`src/rtl/kissp_ctrl.sv`:
```
// kissp_ctrl: multi-cycle control unit for a small load/store core.
// Sequences FETCH/DECODE/EXEC/MEM against a req/ack memory and drives the datapath strobes.
`timescale 1ns/1ps
`default_nettype none

module kissp_ctrl #(
  parameter logic [31:0] PC_RESET    = 32'd0,
  parameter int unsigned ACK_TIMEOUT = 15
) (
  input  logic        clk,
  input  logic        rst_n,
  output logic        mem_req,
  output logic        mem_we,
  output logic [31:0] mem_addr,
  input  logic        mem_ack,
  input  logic [31:0] mem_rdata,
  input  logic [31:0] alu_out,
  output logic        r_w,
  output logic        r_src,
  output logic        op,
  output logic [4:0]  dst,
  output logic [4:0]  src1,
  output logic [4:0]  src2,
  output logic [4:0]  imm,
  output logic [31:0] pc,
  output logic        halted,
  output logic        error
);

  typedef enum logic [2:0] {
    S_FETCH  = 3'd0,
    S_DECODE = 3'd1,
    S_EXEC   = 3'd2,
    S_MEM    = 3'd3,
    S_HALT   = 3'd4,
    S_ERROR  = 3'd5
  } state_t;

  localparam logic [2:0] OP_ADD  = 3'b000;
  localparam logic [2:0] OP_SUB  = 3'b001;
  localparam logic [2:0] OP_LD   = 3'b010;
  localparam logic [2:0] OP_ST   = 3'b011;
  localparam logic [2:0] OP_HALT = 3'b111;
  localparam logic [7:0] TMO_LAST = 8'(ACK_TIMEOUT - 1);

  state_t      state, state_nx;
  logic [31:0] pc_nx;
  logic [31:9] insn, insn_nx;
  logic [31:0] addr, addr_nx;
  logic [7:0]  cnt, cnt_nx;
  logic        live;
  logic [2:0]  opc;
  logic        unused_rdata;

  // Low instruction bits carry no meaning and are never stored.
  assign unused_rdata = ^mem_rdata[8:0];

  assign opc    = insn[31:29];
  assign dst    = insn[28:24];
  assign src1   = insn[23:19];
  assign src2   = insn[18:14];
  assign imm    = insn[13:9];
  assign op     = (opc != OP_SUB);
  assign halted = (state == S_HALT) || (state == S_ERROR);
  assign error  = (state == S_ERROR);

  always_ff @(posedge clk) begin
    if (!rst_n) begin
      state <= S_FETCH;
      pc    <= PC_RESET;
      insn  <= '0;
      addr  <= '0;
      cnt   <= '0;
      live  <= 1'b0;
    end else begin
      state <= state_nx;
      pc    <= pc_nx;
      insn  <= insn_nx;
      addr  <= addr_nx;
      cnt   <= cnt_nx;
      live  <= 1'b1;
    end
  end

  always_comb begin
    state_nx = state;
    pc_nx    = pc;
    insn_nx  = insn;
    addr_nx  = addr;
    cnt_nx   = cnt;
    mem_req  = 1'b0;
    mem_we   = 1'b0;
    mem_addr = pc;
    r_w      = 1'b0;
    r_src    = 1'b1;

    case (state)
      S_FETCH: begin
        // The cycle right after reset stays idle so the request never overlaps reset.
        if (live) begin
          mem_req = 1'b1;
          if (mem_ack) begin
            insn_nx  = mem_rdata[31:9];
            state_nx = S_DECODE;
            cnt_nx   = '0;
          end else if (cnt == TMO_LAST) begin
            state_nx = S_ERROR;
            cnt_nx   = '0;
          end else begin
            cnt_nx = cnt + 8'd1;
          end
        end
      end
      S_DECODE: state_nx = S_EXEC;
      S_EXEC: begin
        case (opc)
          OP_ADD, OP_SUB: begin
            r_w      = 1'b1;
            pc_nx    = pc + 32'd1;
            state_nx = S_FETCH;
          end
          OP_LD, OP_ST: begin
            addr_nx  = alu_out;
            state_nx = S_MEM;
          end
          OP_HALT: state_nx = S_HALT;
          default: begin
            pc_nx    = pc + 32'd1;
            state_nx = S_FETCH;
          end
        endcase
      end
      S_MEM: begin
        mem_req  = 1'b1;
        mem_addr = addr;
        mem_we   = (opc == OP_ST);
        if (mem_ack) begin
          if (opc == OP_LD) begin
            r_w   = 1'b1;
            r_src = 1'b0;
          end
          pc_nx    = pc + 32'd1;
          state_nx = S_FETCH;
          cnt_nx   = '0;
        end else if (cnt == TMO_LAST) begin
          state_nx = S_ERROR;
          cnt_nx   = '0;
        end else begin
          cnt_nx = cnt + 8'd1;
        end
      end
      default: ;
    endcase
  end

endmodule

`default_nettype wire

```
`config.mk`:
```
export PLATFORM = sky130hd
export DESIGN_NAME = kissp_ctrl
export DESIGN_NICKNAME = d
export VERILOG_FILES = /design/src/rtl/kissp_ctrl.sv
export SDC_FILE = /design/constraint.sdc
export NUM_CORES = 1
export LEC_CHECK = 0
export CAP_MARGIN = 40
export CELL_PAD_IN_SITES_DETAIL_PLACEMENT = 1
export CELL_PAD_IN_SITES_GLOBAL_PLACEMENT = 1
export CORE_AREA = 2 2 137 112
export DETAILED_ROUTE_END_ITERATION = 10
export DIE_AREA = 0 0 139 114
export PLACE_DENSITY_LB_ADDON = 0.2
export SKIP_LAST_GASP = 1
export SLEW_MARGIN = 20
export SYNTH_ARGS = -nofsm -noshare
export SYNTH_HDL_FRONTEND = slang
export SYNTH_SLANG_ARGS = --single-unit
```
`constraint.sdc`:
```
create_clock -name clk -period 2.52 [get_ports clk]
set_input_delay 0.504 -clock clk [delete_from_list [all_inputs] [get_ports clk]]
set_output_delay 0.504 -clock clk [all_outputs]
set_load 0.03 [all_outputs]
```
==> key figures <==
Status
  – Status: finished clean

Timing
  – Slew Viols, Final: 0
  – Fin. Hold Viols: 0
  – Final Cycle Share: a little over nine tenths
  – RSZ-0062 raised after global routing: no
  – Worst slew margin: between 60% and 70%
  – Setup_tns: 0 ps
  – Max Fclk: between 0.4 and 0.5 GHz
  – Worst setup margin: 128.9 ps
  – Setup violations, final: 0
  – Worst-margin pin slew: slightly below 600 ps
  – Clk_skew: between 7 and 8 ps
  – Clock period minus worst slack: 2391 ps

Detailed routing
  – Via Count: about 4200
  – Iter 0 DRT Violations: approximately 150
  – Routed Antenna Nets: 0
  – Pre-antenna DRT Iters: 4
  – DRC: 0
  – Vias per cell: 4.840
  – Wirelength per Cell: between 15 and 20 um
  – Total wire length: 13750 um

Yosys
  – Yosys top cell area share: 41.12%
  – Area leader, netlist: dfxtp_1
  – #FFs+latches synth: slightly below 100
  – Synth warnings: 0
  – Main synth FF type: dfxtp_1
  – Top cells by count, synth: nand2_1 (125), dfxtp_1 (99), a21boi_0 (59), mux2_2 (32), and2_1 (30)
  – Netlist cell types: 47
  – Post-synthesis cell area: 4820 um2
  – Seq/Total Area, Yosys: about 41%
  – Syn_area_per_cell: a little under 9 um2
  – Synth Instances: roughly 550
  – Post-synth EDFFs: 0
  – Synth area leaders: dfxtp_1 (41%), nand2_1 (9.7%), a21boi_0 (9.2%)
  – Syn Nets: roughly 620
  – Most common cell in the netlist: nand2_1
  – Ys async rst share: 0%

Place
  – Place WS: roughly 18 ps
  – # port buffers: 148
  – Cell Area, Placed: 6394 um2
  – Placed cells: 857
  – Gpl congestion: 0.7509
  – DP Wirelength: just under 10000 um

GRT
  – Vias in the first global route: about 4300
  – Gr ovfl total: 0
  – Antenna violations before repair: 0
  – Total GRT Usage: 17.65%
  – Global-route wire length before repair: roughly 22000 um
  – Largest net degree at the start of global routing: 54

Floorplanning
  – IO Count: around 160
  – Die Ht: 114 um
  – Starting density of the core: between 30% and 40%
  – CORE AREA: between 10000 and 15000 um2
  – Row count: 40
  – Die footprint: roughly 16000 um2
  – Die Wd: ~140 um

CTS
  – CTS buffer count: 9
  – CTS tree: built
  – Post-CTS setup buffers: 0
  – # H-tree levels: 3
  – Longest Clk Path Bufs: 2
  – Worst skew pair latency: 350 ps
  – Clk root buf: clkbuf_16
  – Clock Sinks: slightly below 100
  – Reg clk slew, reported paths: approximately 70 ps

Power and ir drop
  – Net Sw Frac: 23.50%
  – VDD IR max: 315.4 uV
  – Clock power share: a little over two fifths
  – Total Power: ~3500 uW
  – Sw Pwr: around 820 uW
  – Logic gate share of total power: between 10% and 20%
  – Power Dens Cells: roughly 520 nW/um2
  – Design internal power: ~2700 uW
  – Lkg Pwr: 0.002506 uW
  – Sequential Power Share: roughly 46%

Setup path
  – Crit start category: flip-flop
  – FF-to-FF setup slack: 400 ps
  – Critical Path AT: between 1500 and 2000 ps
  – CP endpoint kind: output port
  – Worst-path maximum fanout: 32
  – CP Data Required Time: a little over 2000 ps
  – Crit Path Class: reg2out

Final layout
  – Final net count: around 750
  – ANT cells: 0
  – Fraction of layout cells with a size suffix above 1: 15.35%
  – Area added between synthesis and finish: 39.17%
  – Fillers: 1684
  – Post-layout instance area: about 6700 um2
  – Post-route insts no fill: around 870

Run
  – Max cap viols: 0

Worst hold path
  – Hold WC Path Type: reg2reg
## stage by stage
step           util [%]  hold WS (ps)
5_1_grt           45.90         489.4
3_5_place_dp      43.75         457.6
6_report          45.90         462.4
4_1_cts           45.86         467.7
3_3_place_gp      43.75         449.3
2_1_floorplan         -         441.0
## state kept, by name, summed over array words and instances (netlist names)
| register | count |
|---|---|
| addr | 32 |
| cnt | 8 |
| insn | 23 |
| live | 1 |
| pc | 32 |
| state | 3 |
## power by group through the flow
stage / logic (uW) / clock network (uW) / registers, uW
finish: 375 / 1520 / 1620
global placement: 371 / 0 / 1650
global route: 407 / 1640 / 1620
detailed placement: 379 / 0 / 1660
CTS: 380 / 1560 / 1620
floorplan: 205 / 0 / 1650
## cells in the final DEF, fill, tap and decap left out, types with 4 or more instances in the layout
master           instances
and2_1                  30
dfxtp_1                 99
nand2_1                125
nand3_1                 13
inv_1                    4
a21boi_0                59
clkdlybuf4s50_1        111
and3_1                   7
o21ai_0                  5
buf_4                   38
a21oi_1                  4
clkbuf_16                9
mux2_2                  32
xnor2_1                 26
xor2_1                   8
dlygate4sd2_1           14
nor2b_1                  7
nand4_1                 26
nor2_1                  15
## layer usage
layer  track usage [%]  up-vias  wire (um)
li1                  -     2100          -
met1             22.57     2012       6419
met2             28.51      106       6304
met3             6.801        7        887
met4             3.838        0        140
met5                 0        -          0
## worst max-delay path: stages, from the launching register on
cell and delay (ps):
dfxtp_1 310, nor2b_2 160, nand2_1 110, buf_12 210, mux2_2 360, dlygate4sd2_1 360
## worst paths after layout
check / start / endpoint / cells after the start
hold / removal: addr[15] / addr[15] / 2
setup reg to reg: pc[5] / pc[28] / 5
setup / recovery: state[1] / mem_addr[9] / 5
hold reg to reg: addr[15] / addr[15] / 2
## layout make-up
class	instances	area, um2	share of cell area, %
timing repair buffer	168	1582	23.58
sequential	99	1982	29.55
clock buffer	10	239.0	3.563
multi-input combinational	397	2566	38.26
clock inverter	6	87.58	1.306
inverter	4	15.01	0.2238
tap	189	236.5	3.525
## kinds of logic after synthesis
family          Yosys count  synth area share, %
fa+ha+maj                 3               0.7789
mux                      33                7.684
flops                    99                41.12
compound gates           79                12.46
xor+xnor                 34                6.179
buf+inv                  55                5.919
simple gates            248                25.86
## timing repair
| action | 4_1_cts | 5_1_grt |
|---|---|---|
| hold buffers | 0 | 0 |
| endpoints found under the hold margin | 0 | 0 |
| resized for setup | 15 | 5 |
| setup endpoints to repair | 15 | 16 |
| pin swaps | 0 | 0 |
Power figures use the tool's default switching activity.
